$ cat config.mk
export PLATFORM = sky130hd
export DESIGN_NAME = audio_i2s_tx
export DESIGN_NICKNAME = d
export VERILOG_FILES = /design/src/rtl/audio_i2s_tx.sv
export SDC_FILE = /design/constraint.sdc
export NUM_CORES = 1
export LEC_CHECK = 0
export ABC_AREA = 1
export CAP_MARGIN = 40
export CORE_UTILIZATION = 30
export CTS_CLUSTER_DIAMETER = 30
export DETAILED_ROUTE_END_ITERATION = 10
export GPL_ROUTABILITY_DRIVEN = 1
export GPL_TIMING_DRIVEN = 0
export PLACE_DENSITY_LB_ADDON = 0.12
export SYNTH_ARGS = -nofsm -noshare
export SYNTH_HDL_FRONTEND = slang
export SYNTH_SLANG_ARGS = --single-unit
$ cat constraint.sdc
create_clock -name OSC_CLK -period 9 [get_ports OSC_CLK]
set_input_delay 1.8 -clock OSC_CLK [delete_from_list [all_inputs] [get_ports OSC_CLK]]
set_output_delay 1.8 -clock OSC_CLK [all_outputs]
set_load 0.1 [all_outputs]
$ cat src/rtl/audio_i2s_tx.sv
// I2S (Philips) stereo DAC transmitter with a one-pair holding register and saturating underrun count.
// Define I2S_LJ_FORMAT_EN for left-justified framing (no one-bit MSB delay).
module audio_i2s_tx #(
   parameter int SAMPLE_W = 24,
   parameter int SLOT_W   = 32,
   parameter int BCLK_DIV = 4
) (
   input  logic                OSC_CLK,
   input  logic                reset_reg,
   input  logic [SAMPLE_W-1:0] lsound_in,
   input  logic [SAMPLE_W-1:0] rsound_in,
   input  logic                in_valid,
   output logic                in_ready,
   output logic                AUD_BCLK,
   output logic                AUD_DACLRCK,
   output logic                AUD_DACDAT,
   output logic                frame_start,
   output logic [7:0]          underrun_cnt
);

   localparam int unsigned FRAME_BITS = 2 * SLOT_W;
   localparam int unsigned BW         = $clog2(FRAME_BITS);
   localparam int unsigned DW         = $clog2(BCLK_DIV);
   localparam int unsigned DIV_LAST   = BCLK_DIV - 1;
   localparam int unsigned DIV_HALF   = BCLK_DIV / 2;
   localparam int unsigned BIT_LAST   = FRAME_BITS - 1;

`ifdef I2S_LJ_FORMAT_EN
   localparam int L_FIRST = 0;
`else
   localparam int L_FIRST = 1;
`endif
   localparam int L_LAST  = L_FIRST + SAMPLE_W - 1;
   localparam int R_FIRST = L_FIRST + SLOT_W;
   localparam int R_LAST  = R_FIRST + SAMPLE_W - 1;

   if (SAMPLE_W < 1 || SAMPLE_W > SLOT_W) begin : g_bad_sample_w
      $error("audio_i2s_tx: SAMPLE_W must satisfy 1 <= SAMPLE_W <= SLOT_W");
   end
   if (BCLK_DIV < 2 || (BCLK_DIV % 2) != 0) begin : g_bad_bclk_div
      $error("audio_i2s_tx: BCLK_DIV must be even and >= 2");
   end

   logic [DW-1:0]       div_cnt,  div_nxt;
   logic [BW-1:0]       bit_cnt,  bit_nxt;
   logic [SAMPLE_W-1:0] hold_l,   hold_l_nxt;
   logic [SAMPLE_W-1:0] hold_r,   hold_r_nxt;
   logic [SAMPLE_W-1:0] shift_l,  shift_l_nxt;
   logic [SAMPLE_W-1:0] shift_r,  shift_r_nxt;
   logic                ready_nxt, bclk_nxt, lrck_nxt, dat_nxt, fs_nxt;
   logic [7:0]          ur_nxt;
   logic                adv, wrap, xfer;
   logic [SAMPLE_W-1:0] ld_l, ld_r;
   int                  bn;

   // Next-state: counters, handshake, frame load and serialiser.
   always_comb begin
      div_nxt     = div_cnt;
      bit_nxt     = bit_cnt;
      hold_l_nxt  = hold_l;
      hold_r_nxt  = hold_r;
      ready_nxt   = in_ready;
      ur_nxt      = underrun_cnt;
      dat_nxt     = AUD_DACDAT;
      ld_l        = shift_l;
      ld_r        = shift_r;
      shift_l_nxt = shift_l;
      shift_r_nxt = shift_r;

      adv  = (div_cnt == DW'(DIV_LAST));
      wrap = adv && (bit_cnt == BW'(BIT_LAST));
      xfer = in_valid && in_ready;

      div_nxt = adv ? '0 : div_cnt + DW'(1);
      if (adv) begin
         bit_nxt = wrap ? '0 : bit_cnt + BW'(1);
      end

      if (wrap) begin
         if (!in_ready) begin
            ld_l      = hold_l;
            ld_r      = hold_r;
            ready_nxt = 1'b1;
         end else if (xfer) begin
            // Empty holding register: the new pair goes straight to the shifters.
            ld_l = lsound_in;
            ld_r = rsound_in;
         end else begin
            ld_l   = '0;
            ld_r   = '0;
            ur_nxt = (underrun_cnt == 8'hFF) ? underrun_cnt : underrun_cnt + 8'd1;
         end
      end else if (xfer) begin
         hold_l_nxt = lsound_in;
         hold_r_nxt = rsound_in;
         ready_nxt  = 1'b0;
      end

      shift_l_nxt = ld_l;
      shift_r_nxt = ld_r;
      bn          = int'(bit_nxt);
      // Data changes only as BCLK falls, i.e. when div_cnt returns to 0.
      if (adv) begin
         dat_nxt = 1'b0;
         if (bn >= L_FIRST && bn <= L_LAST) begin
            dat_nxt     = ld_l[SAMPLE_W-1];
            shift_l_nxt = ld_l << 1;
         end else if (bn >= R_FIRST && bn <= R_LAST) begin
            dat_nxt     = ld_r[SAMPLE_W-1];
            shift_r_nxt = ld_r << 1;
         end
      end

      bclk_nxt = (div_nxt >= DW'(DIV_HALF));
      lrck_nxt = (bit_nxt >= BW'(SLOT_W));
      fs_nxt   = (div_nxt == DW'(DIV_LAST)) && (bit_nxt == BW'(BIT_LAST));
   end

   always_ff @(posedge OSC_CLK or posedge reset_reg) begin
      if (reset_reg) begin
         div_cnt      <= '0;
         bit_cnt      <= '0;
         hold_l       <= '0;
         hold_r       <= '0;
         shift_l      <= '0;
         shift_r      <= '0;
         in_ready     <= 1'b1;
         AUD_BCLK     <= 1'b0;
         AUD_DACLRCK  <= 1'b0;
         AUD_DACDAT   <= 1'b0;
         frame_start  <= 1'b0;
         underrun_cnt <= '0;
      end else begin
         div_cnt      <= div_nxt;
         bit_cnt      <= bit_nxt;
         hold_l       <= hold_l_nxt;
         hold_r       <= hold_r_nxt;
         shift_l      <= shift_l_nxt;
         shift_r      <= shift_r_nxt;
         in_ready     <= ready_nxt;
         AUD_BCLK     <= bclk_nxt;
         AUD_DACLRCK  <= lrck_nxt;
         AUD_DACDAT   <= dat_nxt;
         frame_start  <= fs_nxt;
         underrun_cnt <= ur_nxt;
      end
   end

endmodule

==> results of run 1 <==
## cells by family (layout without fill, tap and decap cells)
family / after synthesis / count (layout)
XOR/XNOR: 8 / 8
adder cells (fa/ha/maj): 4 / 4
buffers and inverters: 168 / 276
AO/OA/AOI/OAI: 148 / 148
flip-flops: 116 / 116
AND/OR/NAND/NOR: 352 / 352
## power by group through the flow
| stage | registers [mW] | logic [mW] | clock network [mW] |
|---|---|---|---|
| 5_1_grt | 0.560 | 0.102 | 0.707 |
| 2_1_floorplan | 0.565 | 0.0462 | 0 |
| 4_1_cts | 0.557 | 0.0905 | 0.681 |
| 6_report | 0.557 | 0.0882 | 0.666 |
| 3_3_place_gp | 0.566 | 0.0876 | 0 |
| 3_5_place_dp | 0.566 | 0.0900 | 0 |
## synthesized netlist by cell type, drive strengths merged
library cell,number
nand2,274
o21ai,148
inv,121
dfrtp,115
nand3,54
buf,30
clkbuf,17
nor2,16
xor2,8
ha,4
nand4,4
nor3,3
dfstp,1
nand3b,1
## per-stage QoR
step | power, mW | area [um2] | utilization [%] | setup WS [ns]
floorplan | 0.611 | 6130 | - | 4.13
global placement | 0.654 | 7100 | 35.9 | 1.92
detailed placement | 0.656 | 7320 | 37.0 | 5.18
CTS | 1.33 | 7900 | 39.9 | 5.40
global route | 1.37 | 7900 | 39.9 | 5.36
finish | 1.31 | 7900 | 39.9 | 5.40
## routing by layer
layer	share of wire (%)	routed length, um
met1	50	7770
met2	46	7090
met3	3.2	490
met4	0.84	130
met5	0	0
## registers in the layout, indices dropped and copies added, names as in the netlist
register and flops:
AUD_BCLK 1, AUD_DACDAT 1, AUD_DACLRCK 1, bit_cnt 6, div_cnt 1, frame_start 1, hold_l 24, hold_r 24
in_ready 1, shift_l 24, shift_r 24, underrun_cnt 8
## critical path, stage by stage, from the launching register on
cell and delay (ns):
dfstp_2 0.63, clkdlybuf4s50_1 0.55, buf_8 0.20
## worst paths after layout
| check | end | slack [ns] | from | depth (start not counted) |
|---|---|---|---|---|
| setup / recovery | in_ready | 5.40 | in_ready | 2 |
| hold / removal | div_cnt[0] | 0.45 | div_cnt[0] | 1 |
| setup reg to reg | hold_r[0] | 6.72 | AUD_BCLK | 10 |
| hold reg to reg | div_cnt[0] | 0.45 | div_cnt[0] | 1 |
| max in group asynchronous | shift_r[9] | 6.45 | reset_reg | 3 |
| min in group asynchronous | shift_l[14] | 1.83 | reset_reg | 2 |
## area by class of cell
type / count / area share (%)
sequential: 116 / 36.8
timing repair buffer: 77 / 10.8
clock inverter: 4 / 0.887
tap: 265 / 4.20
inverter: 121 / 5.82
clock buffer: 27 / 6.37
multi-input combinational: 512 / 31.8
buffer: 47 / 3.39
==> impl_metrics.tcl, run 1 <==
set metrics [dict create \
    hold_class "flop to flop" \
    post-route-drc-count 0 \
    grt_pass1_wl_um 26300 \
    clkPwrFrac_pct 50.8 \
    area_growth_pct 28.7 \
    synthDistinctLibCells 25 \
    grt_overflow_total 0 \
    ios 64 \
    synth_top_area_cell "dfrtp_1" \
    setup_viol 0 \
    syn_nets 851 \
    dpl.hpwl_um 10700 \
    use_met3_pct 3.43 \
    use_met1_pct 21.2 \
    layout_common_cells "nand2_1, dfrtp_1, inv_1" \
    h-tree-depth 4 \
    cts_buffer_depth 2 \
    drv_slew 0 \
    die_w_um 145 \
    pwr-share-seq_pct 42.5 \
    place_inst 1138 \
    path_class "flop to output pin" \
    dr.pass1.iters 4 \
    power.internal_mw 1.02 \
    worstPathMaxFanout 6 \
    peakVddDrop_mv 0.121 \
    vias_per_cell 4.38 \
    grt_usage_pct 15.9 \
    arrival_ns 1.80 \
    yosys_warnings 0 \
    synthSimpleGateAreaFrac_pct 24.4 \
    grt_pass1_vias 5098 \
    p_leak_nw 3.93 \
    syn-cell-area_mm2 0.00613 \
    status "complete, no violations" \
    crit_path_end_kind "output pin" \
    diodes 0 \
    fill_cells 2084 \
    fin_cells 1169 \
    post_cts_buffers 0 \
    final_common_cell "nand2_1" \
    multi_input_area_mm2 0.00251 \
    register_area_mm2 0.00290 \
    p_sw_uw 288 \
    fin_skew_ns 0.0104 \
    holdWs_ns 0.450 \
    grt_max_degree 64 \
    rsz0062_at_grt "false" \
    ctsRootBufferMaster "clkbuf_16" \
    switching_share_pct 22.0 \
    vias 5124 \
    fmax_mhz 278 \
    numCtsBuffers 17 \
    crit_path_start_kind "flop" \
    cts_tree "done" \
    cts.clk_slew.worst_paths_ns 0.05 \
    synthesis.instances 796 \
    clk_latency_ns 0.41 \
    relSlewSlack_pct 58.2 \
    worst_ep_required_time_ns 7.20 \
    met2_usage_pct 25.7 \
    period_needed_ns 3.60 \
    core_area_mm2 0.0198 \
    ctsResizeCount 0 \
    syn_avg_cell_area_um2 7.71 \
    synth_top_family_by_area "simple AND/OR/NAND/NOR gates" \
    antenna_found_initial 0 \
    drt-wirelength-per-cell_um 13.2 \
    dieArea_mm2 0.0210 \
    fp.dieH_um 145 \
    pwr-share-comb_pct 6.7 \
    holdBufCountCts 0 \
    ant_nets 0 \
    tightest_slew_ns 0.627 \
    synthMuxAreaShare_pct 0 \
    final_nets 947 \
    ys_seq_area_share_pct 47.3 \
    fin_setup_tns_ns 0 \
    num_rows 51 \
    gp_congestion 0.738 \
    p_per_area_mw_per_mm2 166 \
    yosys.area_share.adder_pct 0.816 \
    final_hold_viol_count 0 \
    drive_gt1_share_pct 15.3 \
    io_buffers 63 \
    yosys.area_share.xor_xnor_pct 1.14 \
    cts_sinks 116 \
    drtIter0Drc 256 \
    synth-compound-area-share_pct 14.5 \
    initial_utilization_pct 31.0 \
    synth_seq_cells 116 \
    drt_wl_total_um 15500 \
    yosys.area.top_type_share_pct 46.9 \
    busiest_layer "met2" \
    fin_crit_sh_pct 40.0 \
    synthTopCellsByArea "dfrtp_1, nand2_1, o21ai_0" \
    drv_cap 0 \
]
Power figures use the tool's default switching activity.
==> inputs of run 2 (changes only) <==
- clock period: 9 -> 2.9 ns (I/O delays scaled with it)
==> impl_metrics.tcl, run 2 (same netlist as run 1, synthesis figures left out) <==
set metrics [dict create \
    final_common_cell "nand2_1" \
    crit_path_start_kind "flop" \
    cts.clk_slew.worst_paths_ns 0.05 \
    drtIter0Drc 282 \
    path_class "flop to output pin" \
    arrival_ns 1.79 \
    num_rows 51 \
    cts_buffer_depth 2 \
    final_hold_viol_count 0 \
    pwr-share-seq_pct 43.6 \
    post_cts_buffers 0 \
    drv_slew 0 \
    status "complete, no violations" \
    grt_overflow_total 0 \
    area_growth_pct 28.7 \
    drt_wl_total_um 15800 \
    core_area_mm2 0.0198 \
    p_leak_nw 3.92 \
    drv_cap 0 \
    cts_tree "done" \
    layout_common_cells "nand2_1, dfrtp_1, inv_1" \
    holdBufCountCts 0 \
    setup_viol 0 \
    critPathTopFamily "buffers and inverters" \
    tightest_slew_ns 0.627 \
    cp_slowest_stage_delay_ns 0.62 \
    post-route-drc-count 0 \
    p_sw_uw 904 \
    gp_congestion 0.716 \
    holdWs_ns 0.446 \
    crit_buf_inv 2 \
    dpl.hpwl_um 10800 \
    worst_ep_required_time_ns 2.32 \
    worstPathMaxFanout 6 \
    drt-wirelength-per-cell_um 13.5 \
    vias 5202 \
    power.internal_mw 3.07 \
    die_w_um 145 \
    io_buffers 63 \
    final_nets 949 \
    fmax_mhz 421 \
    path_cells "clkdlybuf4s50_1, buf_8" \
    grt_pass1_vias 5113 \
    h-tree-depth 4 \
    ant_nets 0 \
    diodes 0 \
    ios 64 \
    clkPwrFrac_pct 49.4 \
    cts_sinks 116 \
    period_needed_ns 2.37 \
    fp.dieH_um 145 \
    crit_path_end_kind "output pin" \
    dr.pass1.iters 4 \
    ctsResizeCount 0 \
    placed_area_mm2 0.00735 \
    finalInstanceArea_mm2 0.00789 \
    pwr-share-comb_pct 7.0 \
    p_per_area_mw_per_mm2 503 \
    fin_skew_ns 0.00649 \
    dieArea_mm2 0.0210 \
    relSlewSlack_pct 58.2 \
    initial_utilization_pct 31.0 \
    antenna_found_initial 0 \
    switching_share_pct 22.8 \
    rsz0062_at_grt "false" \
    fin_crit_sh_pct 81.9 \
    grt_max_degree 36 \
    crit_slowest_cell "dfstp_2" \
    drive_gt1_share_pct 15.5 \
    grt_pass1_wl_um 26400 \
    hold_class "flop to flop" \
    numCtsBuffers 17 \
    grt_usage_pct 15.9 \
    peakVddDrop_mv 0.392 \
    vias_per_cell 4.44 \
    clk_latency_ns 0.42 \
    ctsRootBufferMaster "clkbuf_16" \
]
run 2: cell types whose count changed in the layout (fill, tap and decap cells not counted):
cell / previous run / this run
inv_6: 1 / 0
buf_12: 0 / 3
clkbuf_8: 4 / 3
buf_16: 1 / 0
clkinvlp_4: 0 / 1
clkinv_2: 2 / 4
bufinv_16: 2 / 1
run 2: final timing paths:
| path | endpoint | slack (ns) | cells after the start | start |
|---|---|---|---|---|
| setup / recovery | in_ready | 0.53 | 2 | in_ready |
| hold / removal | div_cnt[0] | 0.45 | 1 | div_cnt[0] |
| setup reg to reg | hold_l[15] | 0.57 | 10 | AUD_BCLK |
| hold reg to reg | div_cnt[0] | 0.45 | 1 | div_cnt[0] |
| max in group asynchronous | in_ready | 1.56 | 4 | reset_reg |
| min in group asynchronous | frame_start | 0.52 | 2 | reset_reg |
run 2: per-layer routing:
| layer | track usage (%) | wire (um) | up-vias |
|---|---|---|---|
| met5 | 0 | 0 | - |
| met4 | 4.47 | 114 | 0 |
| met3 | 3.71 | 542 | 7 |
| met2 | 25.0 | 7160 | 81 |
| met1 | 21.7 | 7970 | 2449 |
| li1 | - | - | 2665 |
run 2: cell type report:
cell class	count	area (um2)
fill	2082	11900
clock buffer	26	489
timing repair buffer	79	886
buffer	47	268
sequential	116	2900
tap	265	332
clock inverter	5	50.0
inverter	121	458
multi-input combinational	512	2510
run 2: power by group through the flow:
| stage | clock, mW | sequential, mW | combinational, mW |
|---|---|---|---|
| global route | 2.08 | 1.74 | 0.320 |
| detailed placement | 0 | 1.76 | 0.284 |
| global placement | 0 | 1.76 | 0.272 |
| floorplan | 0 | 1.75 | 0.144 |
| finish | 1.96 | 1.73 | 0.278 |
| CTS | 2.01 | 1.73 | 0.285 |
run 2: through the flow:
step	instances	power [mW]	setup slack [ns]	TNS, ns	utilization, %
6_report	1171	3.97	0.526	0	39.9
5_1_grt	1171	4.14	0.394	0	39.9
4_1_cts	1171	4.03	0.510	0	39.9
3_5_place_dp	1140	2.04	0.256	0	37.2
3_3_place_gp	1124	2.03	-0.447	-50.47	35.9
2_1_floorplan	796	1.90	0.459	0	-
==> inputs of run 3 (changes only) <==
- clock period: 2.9 -> 2.3 ns (I/O delays scaled with it)
==> impl_metrics.tcl, run 3 (same netlist as run 1, synthesis figures left out) <==
set metrics [dict create \
    drt_wl_total_um 16000 \
    final_hold_viol_count 0 \
    min_to "div_cnt[0]" \
    fin_crit_sh_pct 94.1 \
    antenna_found_initial 0 \
    placed_area_mm2 0.00738 \
    dieArea_mm2 0.0210 \
    arrival_ns 1.70 \
    fin_skew_ns 0.0102 \
    area_growth_pct 30.9 \
    initial_utilization_pct 31.0 \
    path_class "flop to output pin" \
    fin_setup_tns_ns 0 \
    power.internal_mw 4.18 \
    fmax_mhz 462 \
    hold_class "flop to flop" \
    drv_slew 0 \
    relSlewSlack_pct 58.4 \
    clkPwrFrac_pct 52.5 \
    grt_max_degree 28 \
    diodes 0 \
    ctsRootBufferMaster "clkbuf_16" \
    final_nets 952 \
    drt-wirelength-per-cell_um 13.6 \
    rsz0062_at_grt "false" \
    min_path_cells 1 \
    grt_pass1_wl_um 26900 \
    rr_worst_depth 11 \
    switching_share_pct 22.0 \
    tightest_slew_ns 0.624 \
    core_area_mm2 0.0198 \
    drv_cap 0 \
    vias_per_cell 4.46 \
    drive_gt1_share_pct 17.1 \
    min-delay-start "div_cnt[0]" \
    grt_overflow_total 0 \
    r2r_start "AUD_BCLK" \
    gp_congestion 0.718 \
    fp.dieH_um 145 \
    holdBufCountCts 0 \
    ant_nets 0 \
    dp_slack_ns -0.201 \
    ios 64 \
    drtIter0Drc 298 \
    dr.pass1.iters 5 \
    ff2ff_setup_slack_ns 0.17 \
    grt_pass1_vias 5145 \
    numCtsBuffers 17 \
    cts_buffer_depth 2 \
    fill_cells 2047 \
    post-route-drc-count 0 \
    clk_latency_ns 0.41 \
    finalInstanceArea_mm2 0.00803 \
    crit_path_start_kind "flop" \
    grt_usage_pct 16.2 \
    h-tree-depth 4 \
    vias 5238 \
    final_common_cell "nand2_1" \
    peakVddDrop_mv 0.499 \
    worst_ep_required_time_ns 1.84 \
    p_leak_nw 4.00 \
    p_sw_mw 1.18 \
    p_per_area_mw_per_mm2 667 \
    period_needed_ns 2.16 \
    crit_path_end_kind "output pin" \
    worstPathMaxFanout 3 \
    num_rows 51 \
    dpl.hpwl_um 11200 \
    cts_sinks 116 \
    setup_viol 0 \
    utilization_pct 40.6 \
    cts_tree "done" \
    io_buffers 63 \
    layout_common_cells "nand2_1, inv_1, dfrtp_1" \
    pwr-share-comb_pct 6.7 \
    cts.clk_slew.worst_paths_ns 0.05 \
    die_w_um 145 \
    pwr-share-seq_pct 40.8 \
    status "complete, no violations" \
    r2r_end "hold_r[5]" \
    worst_slack_ns 0.135 \
]
run 3: worst max path at each step:
stage / startpoint / endpoint / slack (ns) / cells past startpoint
6_report: in_ready / in_ready / 0.14 / 2
5_1_grt: AUD_BCLK / shift_l[19] / 0.0002 / 13
4_1_cts: AUD_BCLK / hold_r[5] / 0.05 / 11
3_5_place_dp: in_valid / shift_r[23] / -0.20 / 9
3_3_place_gp: reset_reg / AUD_BCLK / -1.14 / 2
2_1_floorplan: underrun_cnt[1] / underrun_cnt[2] / 0.06 / 8
run 3: area by class of cell:
class	count	area, um2	share of cell area [%]
flip-flops and latches	116	2910	36.2
multi-input cells	512	2510	31.2
repair buffers	82	921	11.5
clock buffers	22	464	5.78
inverters	121	458	5.71
well taps	265	332	4.13
plain buffers	47	285	3.55
clock inverters	10	154	1.92
run 3: routing by layer:
layer  global-route usage (%)  share of wire [%]  vias up  wire, um
li1                         -                  -     2675         -
met1                     22.6                 50     2465      8040
met2                     25.4                 45       91      7270
met3                     3.62                3.7        7       586
met4                     3.83               0.66        0       106
met5                        0                  0        -         0
run 3: worst max-delay path, cell delays in order (launching register included):
cell and delay [ns]:
dfstp_2 0.57, clkdlybuf4s50_1 0.52, buf_8 0.20
run 3: power groups by stage:
stage | logic (mW) | registers [mW] | clock network [mW]
floorplan | 0.181 | 2.21 | 0
global placement | 0.347 | 2.22 | 0
detailed placement | 0.365 | 2.22 | 0
CTS | 0.367 | 2.18 | 2.87
global route | 0.413 | 2.19 | 2.97
finish | 0.358 | 2.18 | 2.81
run 3: repair_timing:
action                     in CTS  in global routing
setup endpoints to repair      27                 54
hold endpoints to repair        0                  0
buffers inserted                2                  0
pin swaps                       0                  0
resized for setup               3                 13
run 3: metrics by stage:
| step | cells | hold slack (ns) | total power, mW |
|---|---|---|---|
| 3_3_place_gp | 1124 | 0.438 | 2.56 |
| 2_1_floorplan | 796 | 0.421 | 2.39 |
| 6_report | 1175 | 0.446 | 5.35 |
| 5_1_grt | 1175 | 0.470 | 5.57 |
| 3_5_place_dp | 1141 | 0.441 | 2.58 |
| 4_1_cts | 1175 | 0.448 | 5.42 |
